$ cat config.mk
export PLATFORM = sky130hd
export DESIGN_NAME = rr_arbiter8
export DESIGN_NICKNAME = d
export VERILOG_FILES = /design/src/rtl/arb_pkg.sv /design/src/rtl/mux8.sv /design/src/rtl/rr_pick8.sv /design/src/rtl/rr_arbiter8.sv
export SDC_FILE = /design/constraint.sdc
export NUM_CORES = 1
export LEC_CHECK = 0
export ABC_AREA = 1
export CAP_MARGIN = 40
export CORE_AREA = 2 2 123 125
export DETAILED_ROUTE_END_ITERATION = 16
export DIE_AREA = 0 0 125 127
export GPL_ROUTABILITY_DRIVEN = 0
export PLACE_DENSITY = 0.67
export SLEW_MARGIN = 30
export SYNTH_ARGS = -nofsm -noshare
export SYNTH_HDL_FRONTEND = slang
export SYNTH_SLANG_ARGS = --single-unit
export TNS_END_PERCENT = 100
$ cat constraint.sdc
create_clock -name clk -period 2.3 [get_ports clk]
set_clock_uncertainty 0.1 [all_clocks]
set_input_delay 0.345 -clock clk [delete_from_list [all_inputs] [get_ports clk]]
set_output_delay 0.345 -clock clk [all_outputs]
set_load 0.02 [all_outputs]
$ cat src/rtl/arb_pkg.sv
// arb_pkg: shared constants and state type for the 8-way round-robin arbiter
package arb_pkg;
  localparam int NUM_REQ = 8;
  localparam int SEL_W = 3;
  typedef enum logic {IDLE, BUSY} arb_state_t;
endpackage

$ cat src/rtl/mux8.sv
// mux8: 8-to-1 payload multiplexer
module mux8 #(
  parameter int width = 32
) (
  input  logic [7:0][width-1:0] d,
  input  logic [2:0]            sel,
  output logic [width-1:0]      y
);
  assign y = d[sel];
endmodule

$ cat src/rtl/rr_pick8.sv
// rr_pick8: rotate-priority picker, first set request at or after ptr (wrapping)
module rr_pick8
  import arb_pkg::*;
(
  input  logic [NUM_REQ-1:0] req,
  input  logic [SEL_W-1:0]   ptr,
  output logic               any,
  output logic [SEL_W-1:0]   idx
);
  logic [2*NUM_REQ-1:0] dbl;
  logic [SEL_W-1:0]     off;
  always_comb begin
    dbl = {req, req} >> ptr;
    off = '0;
    for (int i = NUM_REQ - 1; i >= 0; i--) off = dbl[i] ? SEL_W'(i) : off;
    any = |req;
    idx = ptr + off;
  end
endmodule

$ cat src/rtl/rr_arbiter8.sv
// rr_arbiter8: packet-locked round-robin arbiter sharing one valid/ready port among 8 requesters
module rr_arbiter8
  import arb_pkg::*;
#(
  parameter int WIDTH = 32,
  parameter int MAX_BURST = 4
) (
  input  logic                            clk,
  input  logic                            rst_n,
  input  logic [NUM_REQ-1:0]              req_valid,
  input  logic [NUM_REQ-1:0][WIDTH-1:0]   req_data,
  input  logic [NUM_REQ-1:0]              req_last,
  output logic [NUM_REQ-1:0]              req_ready,
  output logic                            out_valid,
  output logic [WIDTH-1:0]                out_data,
  output logic                            out_last,
  input  logic                            out_ready,
  output logic [SEL_W-1:0]                sel,
  output logic                            grant_act
);
  localparam int CW = (MAX_BURST == 0) ? 1 : $clog2(MAX_BURST + 1);
  localparam logic [CW-1:0] LAST_CNT = CW'((MAX_BURST == 0) ? 0 : MAX_BURST - 1);
  arb_state_t       state;
  logic [SEL_W-1:0] ptr, pick_idx;
  logic [CW-1:0]    beat_cnt;
  logic             pick_any, busy, beat, rel;
  rr_pick8 u_pick (.req(req_valid), .ptr(ptr), .any(pick_any), .idx(pick_idx));
  mux8 #(.width(WIDTH)) u_mux (.d(req_data), .sel(sel), .y(out_data));
  assign busy      = state == BUSY;
  assign grant_act = busy;
  assign out_valid = busy & req_valid[sel];
  assign out_last  = busy & req_last[sel];
  assign req_ready = {{(NUM_REQ-1){1'b0}}, busy & out_ready} << sel;
  assign beat      = out_valid & out_ready;
  assign rel       = beat & (req_last[sel] | (MAX_BURST != 0 && beat_cnt == LAST_CNT));
  always_ff @(posedge clk or negedge rst_n)
    if (!rst_n) begin
      state    <= IDLE;
      sel      <= '0;
      ptr      <= '0;
      beat_cnt <= '0;
    end else if (!busy) begin
      if (pick_any) begin
        state    <= BUSY;
        sel      <= pick_idx;
        beat_cnt <= '0;
      end
    end else if (beat) begin
      beat_cnt <= (MAX_BURST != 0) ? beat_cnt + CW'(1) : beat_cnt;
      if (rel) begin
        state <= IDLE;
        ptr   <= sel + SEL_W'(1);
      end
    end
endmodule

==> flow_metrics.py, run 1 <==
metrics = {
    "route": {
        "antenna_left": 0,
        "drc": 0,
        "wire_per_inst_um": 15.3,
        "vias": 5850,
        "drt_iter0_markers": 265,
        "drt_first_pass_iters": 5,
        "totalWireLength_um": 18100,
        "via_per_inst": 4.94,
    },
    "critical_path": {
        "cp_common_cell": "nand2_1",
        "cpMaxStageDelayCell": "dfrtp_2",
        "critPathMaxStageDelay_ps": 440,
        "reg2reg_slack_ps": -240,
        "critical-path-top-delay-family": "simple AND/OR/NAND/NOR gates",
        "path_max_fanout": 6,
        "crit_buf_inv": 3,
        "critPathArrivalTime_ps": 2570,
        "crit_path_end_kind": "flop",
        "criticalPathCategory": "flop to flop",
        "cp_cell_sequence": "buf_6, nand2_1, nand3_1, nand3_1, nand2_1, inv_1, nand2_1, nand2_1, nand2_1, nand2_1, a21oi_2, ha_2, inv_1, fa_2, xnor2_2, nand3_1, nand3_1, nand2_1",
        "required_ps": 2320,
        "critPathLaunchType": "flop",
    },
    "pwr": {
        "p_leak_nw": 3.06,
        "p_per_area_mw_per_mm2": 1060,
        "ir_drop_mv": 0.451,
    },
    "timing": {
        "rsz0062_at_grt": "yes",
        "setup_violations": 2,
        "fin_crit_sh_pct": 111,
        "final-hold-violation-count": 0,
        "max_slew.worst_pin.slew_ps": 472,
        "timing.final.crit_period_ps": 2540,
        "max_slew_margin_pct": 68.4,
        "max_freq_ghz": 0.393,
        "fin_hold_ws_ps": 337,
        "maxSlewViolCount": 0,
        "layout_setup_ws_ps": -245,
    },
    "placed_design": {
        "placed_cell_area_mm2": 0.00710,
        "dp_hpwl_um": 14100,
        "portBuffers": 320,
    },
    "floorplanning": {
        "fp.dieArea_mm2": 0.0159,
        "rows": 44,
        "die_w_um": 125,
        "start_util_pct": 23.2,
        "fp.dieH_um": 127,
        "io_pins": 321,
        "coreArea_mm2": 0.0144,
    },
    "final_layout": {
        "drive_above_1_share_pct": 15.2,
        "area_growth_pct": 118,
        "final_common_cell": "clkdlybuf4s50_1",
        "fin_nets": 1281,
        "final_cell_mix": "clkdlybuf4s50_1, nor2_1, o21ai_0",
        "stdcell_area_mm2": 0.00729,
    },
    "global_route": {
        "overflow": 0,
        "antenna_found_initial": 1,
        "grt_first_pass_wirelength_um": 28200,
        "grt_pass1_vias": 5687,
        "grt_max_degree": 54,
        "use_met3_pct": 3.77,
        "met1_usage_pct": 26.4,
        "grtUsageTotal_pct": 21.2,
        "grt.met2_usage_pct": 37.0,
        "grt_most_used_layer": "met2",
    },
    "clock_tree": {
        "path_clk_slew_ps": 40,
        "cts-root-buf": "clkbuf_16",
        "clockBufferDepth": 2,
        "numCtsBuffers": 3,
        "clk_latency_ps": 230,
        "cts_sinks": 10,
        "htreeDepth": 1,
        "tritoncts": "done",
    },
    "run_status": {
        "status": "finished, violations left",
        "violations": "setup timing",
    },
    "worst_hold_path": {
        "hp-class": "input pin to async pin",
    },
    "run": {
        "cap_violations": 0,
    },
    "logic_synthesis": {
        "netlist_instances": 664,
        "ys_seq_elements": 10,
        "syn_area_mm2": 0.00334,
        "yosysWarnings": 0,
        "syn-num-nets": 944,
        "avgSynthCellArea_um2": 5.03,
        "yosysUniqueCellTypes": 33,
        "ys_seq_area_share_pct": 7.49,
    },
}
metal layers:
metal / up-vias / part of all wire, %
li1: 2924 / -
met1: 2595 / 42
met2: 289 / 47
met3: 42 / 7.6
met4: 0 / 3.4
met5: - / 0
sequential cells by signal, summed over array words and instances, names as in the netlist:
| register | flops |
|---|---|
| sel | 3 |
| ptr | 3 |
| grant_act | 1 |
| beat_cnt | 3 |
through the flow:
stage                     setup TNS (ps)  cells  util, %  power [mW]  setup WS (ps)
after floorplan                    -71.5    664        -        4.37          -71.5
final                               -324   1185     50.6        7.73           -245
after detailed placement           -4190   1169     49.2        7.30           -612
after global placement             -4270   1169     49.2        7.30           -544
after global routing                -680   1185     50.6        8.51           -463
after CTS                           -268   1179     50.5        7.69           -157
layout make-up:
class,count,area [um2]
Clock buffer,4,88.8
Sequential cell,10,258
Timing Repair Buffer,389,3830
Inverter,17,88.8
Fill cell,1508,7130
Tap cell,184,230
Antenna cell,1,2.50
Multi-Input combinational cell,580,2800
report_power, final:
group	leakage, nW	switching, mW	total [mW]	internal (mW)
sequential	0.120	0.126	0.390	0.265
combinational	2.90	3.87	7.00	3.12
clock	0.0442	0.0793	0.341	0.261
total	3.06	4.08	7.73	3.65
logic make-up (layout without fill, tap and decap cells):
group	count (synthesis)	in the layout	synth area share (%)
compound gates	213	213	35.1
xor+xnor	2	2	0.525
fa+ha+maj	5	5	2.10
buf+inv	74	410	11.6
flops	10	10	7.49
other cells	0	1	0
simple gates	360	360	43.1
repair_timing:
item                       CTS  global route
buffers inserted             6             3
gates cloned                 0             2
hold endpoints to repair     0             0
setup endpoints to repair   43            33
pin swaps                    9             9
resized for setup          159            59
hold buffers                 0             0
worst register-to-register path, cell delays in order, from the launching register on:
cell	delay (ps)
dfrtp_2	440
buf_6	150
nand2_1	90
nand3_1	100
nand3_1	80
nand2_1	100
inv_1	50
nand2_1	50
nand2_1	40
nand2_1	50
nand2_1	60
a21oi_2	120
ha_2	170
inv_1	50
fa_2	400
xnor2_2	180
nand3_1	90
nand3_1	70
nand2_1	50
cell usage after synthesis:
master	instances	area, um2
a21oi_1	1	5.00
a21oi_2	1	8.76
a31oi_1	32	200
and2_1	1	6.26
buf_1	1	3.75
buf_2	15	75.1
buf_4	17	128
buf_6	3	33.8
clkbuf_1	21	78.8
clkinv_1	1	3.75
clkinv_4	1	8.76
dfrtp_1	10	250
fa_1	1	20.0
ha_1	4	50.1
inv_1	12	45.0
inv_2	3	11.3
nand2_1	69	259
nand2_2	2	12.5
nand2_4	1	11.3
nand3_1	27	135
nand3_4	1	17.5
nand4_1	5	31.3
nor2_1	250	938
nor2_2	2	12.5
nor2_4	1	11.3
nor3_1	1	5.00
o211ai_2	1	12.5
o21ai_0	134	671
o21ai_1	6	30.0
o21ai_2	3	26.3
o21bai_1	1	7.51
o22ai_1	34	213
xnor2_1	2	17.5
final timing paths:
| path | end | depth (start not counted) | from |
|---|---|---|---|
| min in group clk | beat_cnt[0] | 1 | beat_cnt[0] |
| max | sel[2] | 18 | ptr[0] |
| min | grant_act | 1 | rst_n |
| min reg2reg | beat_cnt[0] | 1 | beat_cnt[0] |
| max reg2reg | sel[2] | 18 | ptr[0] |
| max in group asynchronous | sel[0] | 1 | rst_n |
No activity file was read; power rests on OpenSTA's default activity.
==> inputs of run 2 (changes only) <==
CORE_AREA = 2 2 126 128   (was 2 2 123 125)
DIE_AREA = 0 0 128 130   (was 0 0 125 127)
DONT_BUFFER_PORTS = 1   (was unset)
PLACE_DENSITY = unset   (was 0.67)
==> run 2 against run 1 <==
Cell area down 38%; the run still ends with setup timing left; critical path depth increased by 1; register-to-register slack better by 50 ps; critical endpoint unchanged.
==> flow_metrics.py, run 2 (synthesis results as in run 1) <==
metrics = {
    "final_layout": {
        "reg.largest.list": "beat_cnt x3, ptr x3, sel x3",
        "register_area_um2": 258,
        "final_common_cell": "nor2_1",
        "area_growth_pct": 34.9,
        "final.fill_count": 1713,
        "drive_above_1_share_pct": 19.9,
        "fin_nets": 978,
        "final_cell_mix": "nor2_1, o21ai_0, nand2_1, buf_4, o22ai_1",
        "final_core_util_pct": 29.2,
        "multiInputGateArea_mm2": 0.00282,
    },
    "timing": {
        "timing.final.crit_period_ps": 2500,
        "max_slew_margin_pct": 61.8,
        "maxSlewViolCount": 0,
        "setup_violations": 2,
        "fin_crit_sh_pct": 109,
        "max_slew.worst_pin.slew_ps": 573,
        "tns_ps": -238,
        "max_freq_ghz": 0.400,
        "layout_setup_ws_ps": -199,
        "final-hold-violation-count": 0,
        "rsz0062_at_grt": "yes",
    },
    "pwr": {
        "p_leak_nw": 1.90,
        "ir_drop_mv": 0.773,
        "p_per_area_mw_per_mm2": 1700,
    },
    "route": {
        "drt_iter0_markers": 504,
        "vias": 5112,
        "wire_per_inst_um": 19.8,
        "antenna_left": 0,
        "drc": 0,
        "drt_first_pass_iters": 7,
        "totalWireLength_um": 17600,
        "via_per_inst": 5.74,
    },
    "clock_tree": {
        "clockBufferDepth": 2,
        "numCtsBuffers": 3,
        "cts-root-buf": "clkbuf_16",
        "cts_sinks": 10,
        "path_clk_slew_ps": 40,
        "htreeDepth": 1,
        "tritoncts": "done",
        "clk_latency_ps": 240,
    },
    "floorplanning": {
        "io_pins": 321,
        "die_w_um": 128,
        "fp.dieH_um": 130,
        "start_util_pct": 21.6,
        "coreArea_mm2": 0.0154,
        "rows": 46,
        "fp.dieArea_mm2": 0.0166,
    },
    "global_route": {
        "grtUsageTotal_pct": 15.1,
        "grt_first_pass_wirelength_um": 20100,
        "overflow": 0,
        "antenna_found_initial": 2,
        "grt_max_degree": 97,
        "grt_pass1_vias": 3907,
    },
    "critical_path": {
        "criticalPathCategory": "flop to flop",
        "critPathLaunchType": "flop",
        "crit_buf_inv": 2,
        "path_max_fanout": 8,
        "cp_common_cell": "nand2_1",
        "critPathMaxStageDelay_ps": 430,
        "worstReg2RegStart": "ptr[0]",
        "cpMaxStageDelayCell": "dfrtp_2",
        "cp_cell_sequence": "inv_4, nand2_1, nand3_1, nand2_2, nand2_1, nand2_1, nand2_1, nand2_1, nand2_1, nand2_1, nand2_1, a21oi_2, ha_2, inv_1, fa_2, xnor2_2, nand3_1, nand3_1, nand2_1",
        "reg2reg_depth": 19,
        "r2r-end": "sel[2]",
        "required_ps": 2330,
        "critPathArrivalTime_ps": 2530,
        "critical-path-top-delay-family": "simple AND/OR/NAND/NOR gates",
        "crit_path_end_kind": "flop",
        "reg2reg_slack_ps": -200,
    },
    "worst_hold_path": {
        "hp-start": "out_ready",
        "hp-class": "input pin to flop",
        "hold_end": "beat_cnt[2]",
        "min_path_cells": 2,
    },
    "run_status": {
        "status": "finished, violations left",
        "violations": "setup timing",
    },
    "run": {
        "cap_violations": 0,
    },
    "placed_design": {
        "dp_hpwl_um": 11100,
        "portBuffers": 0,
    },
}
## run 2: cell types whose count changed in the layout (fill, tap and decap cells not counted), moves of 6 or more
cell / delta
clkdlybuf4s50_1: -270
buf_2: -23
dlygate4sd2_1: -16
buf_4: +12
buf_12: -11
clkbuf_2: -7
o21ai_1: +7
clkbuf_16: +6
o21ai_0: -6
## run 2: where the power goes
group	switching, mW	internal, mW	leakage (nW)
combinational	4.08	2.79	1.74
sequential	0.156	0.264	0.120
clock	0.0881	0.262	0.0442
## run 2: per-layer routing
layer / GRT usage, % / vias to the layer above / part of all wire [%]
met1: 18.2 / 2308 / 38
met3: 3.16 / 62 / 11
met5: 0 / - / 0.074
met4: 2.71 / 2 / 2.8
li1: - / 2319 / -
met2: 27.9 / 421 / 48
## run 2: layout make-up
type / count / share of cell area, %
multi-input cells: 580 / 62.5
diodes: 1 / 0.0556
flip-flops and latches: 10 / 5.72
inverters: 17 / 2.14
well taps: 192 / 5.33
repair inverters: 1 / 0.250
clock buffers: 4 / 1.97
repair buffers: 85 / 22.0
## run 2: how the worst max path moves through the flow
stage	slack (ps)	cells past startpoint	end	from
after floorplan	-70	19	sel[2]	ptr[0]
after global placement	-270	19	sel[2]	ptr[0]
after CTS	-130	18	sel[2]	ptr[0]
after global routing	-370	19	sel[2]	ptr[0]
after detailed placement	-310	19	sel[2]	ptr[0]
final	-200	19	sel[2]	ptr[0]
## run 2: timing repair
action,4_1_cts,5_1_grt
hold buffers,1,0
hold endpoints to repair,10,0
pin swaps,3,5
resized for setup,14,47
cloned,1,12
setup buffers,4,9
endpoints found under the setup margin,22,28
## run 2: metrics by stage
step	power (mW)	setup slack, ps	std cells	cell area, um2	hold slack (ps)
after global routing	8.21	-367	890	4500	222
final	7.64	-199	890	4500	214
after CTS	6.56	-134	868	4030	213
after floorplan	4.37	-71.5	664	3360	-50.6
after detailed placement	5.98	-315	858	3810	-50.3
after global placement	5.92	-270	858	3810	-50.2
